### src/rtl/float_point_normalizer_pkg.sv
// Shared definitions for the post-add normalise/round stage: format widths,
// rounding mode codes and the controller state encoding.
package float_point_normalizer_pkg;

    localparam int SP_EXPONENT_WIDTH = 8;
    localparam int SP_FRACTION_WIDTH = 23;
    localparam int DP_EXPONENT_WIDTH = 11;
    localparam int DP_FRACTION_WIDTH = 52;

    localparam int ROUND_CHOP = 0;
    localparam int ROUND_RNE  = 1;

    typedef enum logic [2:0] {
        ST_IDLE      = 3'd0,
        ST_CHECK     = 3'd1,
        ST_LEFT_NORM = 3'd2,
        ST_ROUND     = 3'd3,
        ST_DONE      = 3'd4
    } norm_state_e;

endpackage

### src/rtl/float_point_normalizer_leading_zero_counter.sv
// Counts leading zeros of the SHIFT_STEP-bit window just below the carry bit,
// saturating at SHIFT_STEP when the whole window is zero.
module float_point_leading_zero_counter #(
    parameter int SHIFT_STEP = 8
) (
    input  logic [SHIFT_STEP-1:0]              window_in,
    output logic [$clog2(SHIFT_STEP+1)-1:0]    count_out
);

    localparam int CW = $clog2(SHIFT_STEP + 1);

    // Scanning upward lets the highest set bit win without a found flag.
    always_comb begin
        count_out = CW'(SHIFT_STEP);
        for (int i = 0; i < SHIFT_STEP; i++) begin
            if (window_in[i]) begin
                count_out = CW'(SHIFT_STEP - 1 - i);
            end
        end
    end

endmodule

### src/rtl/float_point_normalizer.sv
// Normalises, rounds and packs the raw sum from float_point_adder, presenting
// the result under a valid/ack handshake.
module float_point_normalizer
    import float_point_normalizer_pkg::*;
#(
    parameter int EXPONENT_WIDTH = DP_EXPONENT_WIDTH,
    parameter int FRACTION_WIDTH = DP_FRACTION_WIDTH,
    parameter int GUARD_WIDTH    = 3,
    parameter int SHIFT_STEP     = 8,
    parameter int ROUND_MODE     = ROUND_RNE,
    localparam int MANTISSA_WIDTH = FRACTION_WIDTH + 2 + GUARD_WIDTH
) (
    input  logic                      clk_in,
    input  logic                      reset_in,
    input  logic                      sum_valid_in,
    input  logic                      sum_sign_in,
    input  logic [EXPONENT_WIDTH-1:0] sum_exponent_in,
    input  logic [MANTISSA_WIDTH-1:0] sum_mantissa_in,
    output logic                      issue_ack_out,
    output logic                      result_valid_out,
    output logic                      result_sign_out,
    output logic [EXPONENT_WIDTH-1:0] result_exponent_out,
    output logic [FRACTION_WIDTH-1:0] result_fraction_out,
    output logic                      result_overflow_out,
    output logic                      result_underflow_out,
    input  logic                      result_ack_in
);

    localparam int EW = EXPONENT_WIDTH;
    localparam int FW = FRACTION_WIDTH;
    localparam int GW = GUARD_WIDTH;
    localparam int MW = MANTISSA_WIDTH;
    localparam int CW = $clog2(SHIFT_STEP + 1);

    norm_state_e   state_q, state_d;
    logic          sign_q, sign_d;
    logic [EW-1:0] exp_q, exp_d;
    logic [MW-1:0] mant_q, mant_d;
    logic          subnormal_q, subnormal_d;
    logic          nonzero_q, nonzero_d;

    logic          res_sign_q, res_sign_d;
    logic [EW-1:0] res_exp_q, res_exp_d;
    logic [FW-1:0] res_frac_q, res_frac_d;
    logic          res_ovf_q, res_ovf_d;
    logic          res_unf_q, res_unf_d;

    logic [CW-1:0] lz_count;
    logic [EW-1:0] exp_inc;
    logic [EW-1:0] exp_room;
    logic [EW-1:0] shift_amt;
    logic [MW-1:0] mant_shl;
    logic [EW-1:0] exp_shl;

    logic          guard_bit;
    logic          sticky_bit;
    logic          round_up;
    logic [FW+1:0] sig_rnd;
    logic [EW-1:0] rnd_exp;
    logic [FW-1:0] rnd_frac;
    logic          rnd_ovf;

    float_point_leading_zero_counter #(
        .SHIFT_STEP (SHIFT_STEP)
    ) u_lzc (
        .window_in (mant_q[MW-2 -: SHIFT_STEP]),
        .count_out (lz_count)
    );

    // Left shifts stop at exponent 1 so a subnormal keeps its true scale.
    assign exp_inc   = exp_q + EW'(1);
    assign exp_room  = (exp_q > EW'(1)) ? exp_q - EW'(1) : '0;
    assign shift_amt = (exp_room < EW'(lz_count)) ? exp_room : EW'(lz_count);
    assign mant_shl  = mant_q << shift_amt;
    assign exp_shl   = exp_q - shift_amt;

    assign guard_bit  = mant_q[GW-1];
    assign sticky_bit = |mant_q[GW-2:0];
    assign round_up   = (ROUND_MODE == ROUND_RNE) && guard_bit && (sticky_bit || mant_q[GW]);
    assign sig_rnd    = {1'b0, mant_q[MW-2:GW]} + {{(FW+1){1'b0}}, round_up};

    always_comb begin
        rnd_exp  = exp_q;
        rnd_frac = sig_rnd[FW-1:0];
        rnd_ovf  = 1'b0;
        if (sig_rnd[FW+1]) begin
            rnd_exp  = exp_inc;
            rnd_frac = '0;
            rnd_ovf  = &exp_inc;
        end else if (subnormal_q) begin
            rnd_exp = sig_rnd[FW] ? EW'(1) : '0;
        end
    end

    always_comb begin
        state_d     = state_q;
        sign_d      = sign_q;
        exp_d       = exp_q;
        mant_d      = mant_q;
        subnormal_d = subnormal_q;
        nonzero_d   = nonzero_q;
        res_sign_d  = res_sign_q;
        res_exp_d   = res_exp_q;
        res_frac_d  = res_frac_q;
        res_ovf_d   = res_ovf_q;
        res_unf_d   = res_unf_q;

        case (state_q)
            ST_IDLE: begin
                if (sum_valid_in) begin
                    sign_d      = sum_sign_in;
                    exp_d       = sum_exponent_in;
                    mant_d      = sum_mantissa_in;
                    nonzero_d   = |sum_mantissa_in;
                    subnormal_d = 1'b0;
                    state_d     = ST_CHECK;
                end
            end
            ST_CHECK: begin
                res_sign_d = sign_q;
                res_ovf_d  = 1'b0;
                res_unf_d  = 1'b0;
                if (&exp_q) begin
                    res_exp_d  = exp_q;
                    res_frac_d = mant_q[MW-3:GW];
                    state_d    = ST_DONE;
                end else if (!nonzero_q) begin
                    res_exp_d  = '0;
                    res_frac_d = '0;
                    state_d    = ST_DONE;
                end else if (mant_q[MW-1]) begin
                    // Dropped LSB folds into the sticky position.
                    mant_d = {1'b0, mant_q[MW-1:1]} | {{(MW-1){1'b0}}, mant_q[0]};
                    exp_d  = exp_inc;
                    if (&exp_inc) begin
                        res_exp_d  = exp_inc;
                        res_frac_d = '0;
                        res_ovf_d  = 1'b1;
                        state_d    = ST_DONE;
                    end else begin
                        state_d = ST_ROUND;
                    end
                end else if (mant_q[MW-2]) begin
                    state_d = ST_ROUND;
                end else begin
                    state_d = ST_LEFT_NORM;
                end
            end
            ST_LEFT_NORM: begin
                mant_d = mant_shl;
                exp_d  = exp_shl;
                if (mant_shl[MW-2] || exp_shl <= EW'(1)) begin
                    subnormal_d = !mant_shl[MW-2];
                    state_d     = ST_ROUND;
                end
            end
            ST_ROUND: begin
                res_sign_d = sign_q;
                res_exp_d  = rnd_exp;
                res_frac_d = rnd_frac;
                res_ovf_d  = rnd_ovf;
                res_unf_d  = (rnd_exp == '0) && nonzero_q;
                state_d    = ST_DONE;
            end
            ST_DONE: begin
                if (result_ack_in) begin
                    state_d = ST_IDLE;
                end
            end
            default: state_d = ST_IDLE;
        endcase
    end

    always_ff @(posedge clk_in or posedge reset_in) begin
        if (reset_in) begin
            state_q     <= ST_IDLE;
            sign_q      <= 1'b0;
            exp_q       <= '0;
            mant_q      <= '0;
            subnormal_q <= 1'b0;
            nonzero_q   <= 1'b0;
            res_sign_q  <= 1'b0;
            res_exp_q   <= '0;
            res_frac_q  <= '0;
            res_ovf_q   <= 1'b0;
            res_unf_q   <= 1'b0;
        end else begin
            state_q     <= state_d;
            sign_q      <= sign_d;
            exp_q       <= exp_d;
            mant_q      <= mant_d;
            subnormal_q <= subnormal_d;
            nonzero_q   <= nonzero_d;
            res_sign_q  <= res_sign_d;
            res_exp_q   <= res_exp_d;
            res_frac_q  <= res_frac_d;
            res_ovf_q   <= res_ovf_d;
            res_unf_q   <= res_unf_d;
        end
    end

    // Gate with reset so the block never advertises readiness while held in reset.
    assign issue_ack_out        = (state_q == ST_IDLE) && !reset_in;
    assign result_valid_out     = (state_q == ST_DONE);
    assign result_sign_out      = res_sign_q;
    assign result_exponent_out  = res_exp_q;
    assign result_fraction_out  = res_frac_q;
    assign result_overflow_out  = res_ovf_q;
    assign result_underflow_out = res_unf_q;

endmodule

### config.mk
export PLATFORM = sky130hd
export DESIGN_NAME = float_point_normalizer
export DESIGN_NICKNAME = d
export VERILOG_FILES = /design/src/rtl/float_point_normalizer_pkg.sv /design/src/rtl/float_point_normalizer_leading_zero_counter.sv /design/src/rtl/float_point_normalizer.sv
export SDC_FILE = /design/constraint.sdc
export NUM_CORES = 1
export LEC_CHECK = 0
export BUFFER_PORTS_ARGS = -buffer_cell sky130_fd_sc_hd__buf_4
export CORE_AREA = 2 2 190 239
export DETAILED_ROUTE_END_ITERATION = 10
export DIE_AREA = 0 0 192 241
export GPL_TIMING_DRIVEN = 0
export MAX_ROUTING_LAYER = met4
export SLEW_MARGIN = 20
export SYNTH_ARGS = -nofsm -noshare
export SYNTH_HDL_FRONTEND = slang
export SYNTH_SLANG_ARGS = --single-unit
export TNS_END_PERCENT = 10
### constraint.sdc
create_clock -name clk_in -period 7.5 [get_ports clk_in]
set_input_delay 0 -clock clk_in [delete_from_list [all_inputs] [get_ports clk_in]]
set_output_delay 0 -clock clk_in [all_outputs]
set_load 0.03 [all_outputs]
==> flow_summary.toml <==
[status]
run_status = "complete, no violations"

[yosys]
yosysSeqAreaShare_pct = 29.9
synth_top_cell_by_area = "dfrtp_1"
syn_avg_cell_area_um2 = 7.58
synth-edff-count = 0
syn_area_mm2 = 0.0117
ys_warn_count = 0
yosys_most_used_dff = "dfrtp_1"
synthCells = 1548
synthTopCellsByArea = "dfrtp_1 30%, mux2i_1 13%, nand2_1 7.0%"
netlist.area_leader.share_pct = 29.9
synth_cell_types = 76
ys_seq_elements = 140
async_flop_share_pct = 100

[timing]
slew_violations = 0
fin_crit_ns = 7.10
hold_ws_ns = 0.0433
worst_pin_slew_ns = 1.04
setup_tns_ns = 0
rsz0062_at_grt = "no"
finalSetupViolCount = 0
final_hold_viol_count = 0
layout_worst_path_cycle_share_pct = 94.7
fmax_mhz = 141
maxSlewHeadroom_pct = 30.5
fin_skew_ns = 0.0157

[global_routing]
grt_pass1_wl_um = 82600
grt_usage_pct = 24.8
grt_max_degree = 98
antenna_found_initial = 0
grt_overflow = 0
grt_pass1_vias = 12800

[critical_path]
cp-end-kind = "flip-flop"
worstSetupPathType = "reg2reg"
path_max_fanout = 10
cp_data_arrival_time_ns = 7.45
required_ns = 7.85
cp-start-kind = "flip-flop"

[final_layout]
design_area_mm2 = 0.0148
fin_nets = 1868
drive_above_1_share_pct = 11.4
fill_cells = 4787
final_cell_mix = "220 x nand2_1, 153 x nor2_1, 150 x mux2i_1, 141 x buf_4, 140 x dfrtp_1"
area_delta_synth_final_pct = 26.3
final_common_cell = "nand2_1"

[floorplan]
initial_core_util_pct = 26.7
die_h_um = 241
die_x_um = 192
num_rows = 86
coreArea_mm2 = 0.0439
die_area_mm2 = 0.0463
ios = 141

[clock_tree]
cts.sinks = 140
clkLatencyLatePin_ns = 0.47
postCtsSetupRepairBufs = 0
clockBufferDepth = 2
cts_buffers = 17
root_buffer = "clkbuf_16"
cts_tree = "yes"
clkTransAtPathRegs_ns = 0.08
htree_levels = 4

[route]
drtIter0Drc = 1416
wire_per_inst_um = 23.6
dr_total_vias = 13400
first_pass_iters = 6
drc = 0
vias_per_cell = 5.66
finalWirelength_um = 55900
route.antenna.remaining_nets = 0

[place]
finalWeightedCongestion = 0.972
placedInstanceArea_mm2 = 0.0136
dpl.hpwl_um = 44000
io_buffers = 140

[power]
p_per_area_mw_per_mm2 = 532
ir_worst_vdd_uv = 221
leakage_uw = 0.00652

[min_path]
worstHoldPathType = "in2reg"

[job]
max-cap-violations = 0
==> worst max-delay path: stages (launching register included) <==
cell       delay, ns
dfrtp_1         0.50
clkbuf_1        0.44
inv_1           0.18
ha_1            0.31
xor2_1          0.17
nand2_1         0.12
inv_1           0.05
ha_1            0.30
nor2b_1         0.17
a2111oi_2       0.08
a311oi_1        0.77
o41ai_1         0.18
a21oi_1         0.45
buf_2           0.40
clkinv_1        0.41
ha_1            0.33
inv_1           0.09
a31oi_1         0.08
o31ai_1         0.64
a211oi_1        0.32
or4_1           0.57
nand4_1         0.12
nand4b_1        0.18
o21bai_1        0.10
==> final timing paths <==
| kind | from | endpoint | slack (ns) | depth (start not counted) |
|---|---|---|---|---|
| setup / recovery | exp_q[0] | subnormal_q | 0.40 | 23 |
| hold / removal | sum_mantissa_in[50] | mant_q[50] | 0.04 | 3 |
| setup reg to reg | exp_q[0] | subnormal_q | 0.40 | 23 |
| hold reg to reg | sign_q | result_sign_out | 0.47 | 2 |
| max in group asynchronous | reset_in | result_fraction_out[24] | 6.60 | 4 |
| min in group asynchronous | reset_in | exp_q[9] | 0.08 | 3 |
==> Yosys cell counts (all sizes together) (13+ instances only) <==
cell / n
o21a: 17
nor2: 153
nor3: 28
inv: 19
a31oi: 70
and2: 13
clkbuf: 123
xnor2: 18
nand3: 74
ha: 15
dfrtp: 140
and3: 27
nand4: 23
nand2: 220
o21ai: 120
a22oi: 50
nor4: 28
buf: 29
mux2i: 150
a21oi: 82
==> report_power, final <==
part	leakage (uW)	internal (uW)	total, uW	switching, uW
clock network	0.000294	476	892	416
logic	0.00455	1840	5500	3660
registers	0.00168	1140	1490	354
total	0.00652	3450	7880	4430
==> layer usage <==
metal	vias up	GRT usage (%)	part of all wire (%)
met1	6497	30.4	41
met5	-	-	0
met4	0	11.0	4.2
li1	6121	-	-
met3	121	2.78	5.5
met2	642	41.2	49
==> stage by stage <==
step	utilization (%)	instances	setup WS (ns)	power, uW
global route	33.8	2365	0.0139	8390
finish	33.8	2366	0.399	7880
CTS	33.7	2364	0.565	7810
detailed placement	30.9	2266	0.590	6870
floorplan	-	1553	2.00	5020
global placement	30.8	2265	0.700	6830
==> registers in the layout (all words and copies together), names as in the netlist <==
name	cells
mant_q	57
result_fraction_out	52
exp_q	11
result_exponent_out	11
state_q	3
nonzero_q	1
result_overflow_out	1
result_sign_out	1
result_underflow_out	1
sign_q	1
subnormal_q	1
==> timing repair <==
action	4_1_cts	5_1_grt
resized for setup	0	0
hold buffers	66	1
hold endpoints to repair	122	1
==> cell type report <==
type / instances / area [um^2] / area share [%]
buffer: 152 / 592 / 3.99
sequential: 140 / 3500 / 23.6
multi-input combinational: 1241 / 7580 / 51.2
antenna: 1 / 2.50 / 0.0169
clock buffer: 17 / 425 / 2.87
inverter: 20 / 82.6 / 0.557
clock inverter: 15 / 170 / 1.15
timing repair buffer: 208 / 1750 / 11.8
tap: 572 / 716 / 4.83
==> logic make-up after synthesis <==
family / synth area share (%)
simple gates: 24.9
xor+xnor: 1.86
buf+inv: 5.68
flops: 29.9
other cells: 0.0320
fa+ha+maj: 1.79
compound gates: 22.8
mux: 13.2
Note: power is estimated with default switching activity, not from simulation.
